$ cat src/rtl/rr_onehot_arbiter.sv
// Round-robin arbiter with a one-hot rotating priority pointer and registered one-hot grants.
// An owner keeps the grant until it releases, or is preempted after HOLD_MAX cycles if others wait.
module rr_onehot_arbiter #(
  parameter int N        = 8,
  parameter int IDW      = 3,
  parameter int HOLD_MAX = 15
) (
  input  logic           clk,
  input  logic           reset_n,
  input  logic           enable,
  input  logic [N-1:0]   req,
  output logic [N-1:0]   gnt,
  output logic           gnt_valid,
  output logic [IDW-1:0] gnt_id,
  output logic [N-1:0]   ptr
);

  typedef enum logic {IDLE, OWN} state_t;

  localparam logic [N-1:0] ONE       = N'(1);
  localparam logic [7:0]   HOLD_LAST = 8'(HOLD_MAX - 1);

  state_t         state, stateNext;
  logic [N-1:0]   gntNext;
  logic [7:0]     holdCnt, holdNext;
  logic           load;
  logic           ownerReq;
  logic           othersReq;

  // Lowest set request at or above the pointer, else wrap to the lowest set request overall.
  function automatic logic [N-1:0] sel(input logic [N-1:0] r, input logic [N-1:0] p);
    logic [N-1:0] upper;
    upper = r & ~(p - ONE);
    if (upper != '0) return upper & (~upper + ONE);
    return r & (~r + ONE);
  endfunction

  function automatic logic [IDW-1:0] encode(input logic [N-1:0] g);
    logic [IDW-1:0] id;
    id = '0;
    for (int i = 0; i < N; i++)
      if (g[i]) id = IDW'(i);
    return id;
  endfunction

  assign ownerReq  = |(req & gnt);
  assign othersReq = |(req & ~gnt);

  always_comb begin
    stateNext = state;
    gntNext   = gnt;
    holdNext  = holdCnt;
    load      = 1'b0;
    case (state)
      IDLE: begin
        if (enable && (req != '0)) begin
          gntNext   = sel(req, ptr);
          holdNext  = '0;
          load      = 1'b1;
          stateNext = OWN;
        end
      end
      OWN: begin
        // Release or expired hold: hand off if allowed; a blocked preempt just keeps the saturated count.
        if (!ownerReq || ((holdCnt == HOLD_LAST) && othersReq)) begin
          if (enable && othersReq) begin
            gntNext  = sel(req & ~gnt, ptr);
            holdNext = '0;
            load     = 1'b1;
          end else if (!ownerReq) begin
            gntNext   = '0;
            holdNext  = '0;
            stateNext = IDLE;
          end
        end else if (holdCnt != HOLD_LAST) begin
          holdNext = holdCnt + 8'd1;
        end
      end
    endcase
  end

  always_ff @(posedge clk) begin
    if (!reset_n) begin
      state     <= IDLE;
      gnt       <= '0;
      gnt_valid <= 1'b0;
      gnt_id    <= '0;
      ptr       <= ONE;
      holdCnt   <= '0;
    end else begin
      state     <= stateNext;
      gnt       <= gntNext;
      gnt_valid <= |gntNext;
      gnt_id    <= encode(gntNext);
      holdCnt   <= holdNext;
      if (load) ptr <= {gntNext[N-2:0], gntNext[N-1]};
    end
  end

endmodule

$ cat config.mk
export PLATFORM = sky130hd
export DESIGN_NAME = rr_onehot_arbiter
export DESIGN_NICKNAME = d
export VERILOG_FILES = /design/src/rtl/rr_onehot_arbiter.sv
export SDC_FILE = /design/constraint.sdc
export NUM_CORES = 1
export LEC_CHECK = 0
export BUFFER_PORTS_ARGS = -buffer_cell sky130_fd_sc_hd__buf_2
export CORE_MARGIN = 2
export CORE_UTILIZATION = 40
export CTS_CLUSTER_SIZE = 10
export DETAILED_ROUTE_END_ITERATION = 6
export PLACE_DENSITY = 0.69
export REMOVE_ABC_BUFFERS = 1
export SKIP_LAST_GASP = 1
export SLEW_MARGIN = 20
export SYNTH_ARGS = -nofsm -noshare
export SYNTH_HDL_FRONTEND = slang
export SYNTH_SLANG_ARGS = --single-unit
export TNS_END_PERCENT = 5
$ cat constraint.sdc
create_clock -name clk -period 3.8 [get_ports clk]
set_clock_uncertainty 0.1 [all_clocks]
set_input_delay 0.19 -clock clk [delete_from_list [all_inputs] [get_ports clk]]
set_output_delay 0.19 -clock clk [all_outputs]
set_load 0.005 [all_outputs]
==> metrics.txt <==
outcome=finished clean; synth warn=0; Max Cap Viol=0; Clock Sink Count=29; Clock Latency Late Sink=0.29 ns; global-route wire length before repair=10.6 mm; total die area=5890 sq um; GRT overflow=0; Hold Fails Final Rpt=0; layout net count=311; final setup violation count=0; Synth Area in Adders=0.0177; Synth Area in Simple Gates=0.354; crit path cell chain=inv_1 -> ha_1 -> nor3b_1 -> xnor2_1 -> a221oi_1 -> and3_1 -> o2111ai_1 -> o41ai_1 -> or4_1 -> o31a_1; setup TNS=0 ns; Initial DRT Pass Iterations=5; # diodes=0; largest fanout on the critical path=7; Register Area=581 sq um; drc violations=0; nature of the critical path endpoint=register; Core Rows=26; Post-Synth XOR/XNOR Area=0.0413; share of post-route cells with drive strength above 1=0.185; Total GRT Usage=0.224; main flop type after synthesis=dfxtp_1; asr flop ratio synth=0; CTS buffer count=5; vias in the first global route=2067; Die H=76.8 um; initial antenna violation count=0; sequential area share after synthesis=0.274; hold path start=reset_n; Syn Area/Cell=8.05 sq um; root buffer cell=clkbuf_8; Slowest-stage cell, CP=or4_1; RSZ-0062 raised after global routing=no; Post-Syn Instances=263; data required time of the worst path=3.88 ns; HPWL after detailed placement=4.97 mm; top post-synthesis cells by area=dfxtp_1, nor2_1, a211oi_1, nand2_1, nor2b_1; r2r startpoint=ptr[1]$_SDFFE_PN0P_; Hold Buf Count CTS=0; initial core utilization=0.415; top-area cell type share of the netlist area=0.274; static leakage=0.951 nW; critical path arrival=3.39 ns; Via Count=2291; mapped cell area=2120 sq um; main combinational cell family by area after synthesis=simple AND/OR/NAND/NOR gates; Fillers=511; fin crit period=3.31 ns; largest net degree at the start of global routing=17; Compound-Gate Fraction of Synth Area=0.282; GP Congestion=1.08; Synth area leader=dfxtp_1; DR vias/cell=6.23; Post-CTS Setup Bufs=0; Die X=76.8 um; area of the multi-input gates=1470 sq um; Hold WC Path Type=in2reg; Layout area overhead=16.1%; Final Cycle Share=0.871; post-synthesis mux area share=0; CTS resizes=0; Yosys cell types=63; critical path class=reg2reg; Peak supply drop=0.349 mV; Rel. slew slack=0.448; 1st-iter DRT viols=315; H-tree levels=2; Slew Viols, Final=0; CP delay by family, top=simple AND/OR/NAND/NOR gates; Startpoint Class=register; hold slack=0.0683 ns; CP bufs+invs=1; clock buffer depth=2; number of synthesized register bits=29; Worst Tran Pin Value=0.817 ns; WL per Instance=17.7 um; I/O pins=31; EDFF count, synth=0; Final ANT Viol Nets=0; P per Cell Area=387 nW/um^2; core area=5110 sq um; TritonCTS clock tree=yes; Port Buffer Count=30; fmax=302 MHz; crit path from=ptr[1]$_SDFFE_PN0P_; CTS clock-pin slew for the worst setup and hold paths=0.08 ns; slowest cell delay on critical path=0.57 ns; DRT Wirelength=6.52 mm
## registers in the layout, indices dropped and copies added (netlist names)
name       cells
ptr            8
state          1
gnt_valid      1
gnt            8
holdCnt        8
gnt_id         3
## cells by family (layout without fill, tap and decap cells)
group,after synthesis,after routing
simple gates,129,129
xor+xnor,10,10
fa+ha+maj,3,3
flops,29,29
buf+inv,15,50
compound gates,77,77
## layer usage
metal / share of wire / GRT usage
met3: 0.099 / 0.0471
met1: 0.44 / 0.314
met2: 0.44 / 0.331
met5: 0 / 0
met4: 0.021 / 0.0964
## per-stage QoR
step | worst slack, ns | std cells | instance area, sq um | utilization | total power, W
floorplan | 0.676 | 258 | 2090 | - | 0.000522
global placement | 0.640 | 360 | 2340 | 0.459 | 0.000610
detailed placement | 0.549 | 360 | 2340 | 0.459 | 0.000607
CTS | 0.525 | 368 | 2460 | 0.482 | 0.000949
global route | 0.296 | 368 | 2460 | 0.482 | 0.000992
finish | 0.491 | 368 | 2460 | 0.482 | 0.000953
## synthesized netlist by cell type (all sizes together) (3+ instances only)
cell type,n
nor2b,11
o21ai,8
nor2,26
clkbuf,3
dfxtp,29
or4,3
and2,6
or3,3
nand3b,5
ha,3
xor2,6
and3,3
nand2b,6
nand4,5
a22oi,6
a211oi,14
xnor2,4
nand3,8
o2111ai,5
nand2,22
or2,3
and4,3
a31oi,4
nor4,8
a21oi,13
inv,10
nor3,9
o31a,3
## report_power, final
part           switching (W)  internal, W
Clock               0.000131     0.000214
Sequential         0.0000244     0.000323
Combinational       0.000161    0.0000990
Total               0.000317     0.000636
## area by class of cell
class                   instances  share of cell area
clock buffers                   7              0.0351
clock inverters                 1              0.0122
inverters                      10              0.0153
multi-input cells             219               0.599
flip-flops and latches         29               0.236
well taps                      70              0.0356
repair buffers                 32              0.0671
## worst register-to-register path, cell delays in order (launching register included)
cell and delay [ns]:
dfxtp_1 0.46, inv_1 0.08, ha_1 0.24, nor3b_1 0.17, xnor2_1 0.49, a221oi_1 0.23
and3_1 0.31, o2111ai_1 0.12, o41ai_1 0.18, or4_1 0.57, o31a_1 0.26
## path summary, 6_finish.rpt
| check | end | slack (ns) | depth (start not counted) |
|---|---|---|---|
| max | gnt_valid$_SDFF_PN0_ | 0.49 | 10 |
| min | ptr[0]$_SDFFE_PN1P_ | 0.07 | 2 |
| max reg2reg | gnt_valid$_SDFF_PN0_ | 0.49 | 10 |
| min reg2reg | holdCnt[7]$_SDFFE_PN0P_ | 0.43 | 2 |
## placed cells by master, fill, tap and decap left out, types with 3 or more instances in the layout
| master | count |
|---|---|
| buf_2 | 30 |
| dfxtp_1 | 29 |
| nor2b_1 | 11 |
| nor2_1 | 26 |
| ha_1 | 3 |
| clkbuf_8 | 6 |
| and4_1 | 3 |
| nand4_1 | 5 |
| nand3_1 | 8 |
| nand2_1 | 22 |
| a21oi_1 | 13 |
| nor3_1 | 8 |
| inv_1 | 10 |
| nand3b_1 | 4 |
| and2_1 | 6 |
| or2_2 | 3 |
| a31oi_1 | 4 |
| o21ai_0 | 6 |
| o2111ai_1 | 5 |
| a211oi_1 | 12 |
| o31a_1 | 3 |
| xnor2_1 | 4 |
| a22oi_1 | 6 |
| nand2b_1 | 6 |
| nor4_1 | 6 |
| xor2_1 | 6 |
(Power assumes the default switching activity.)
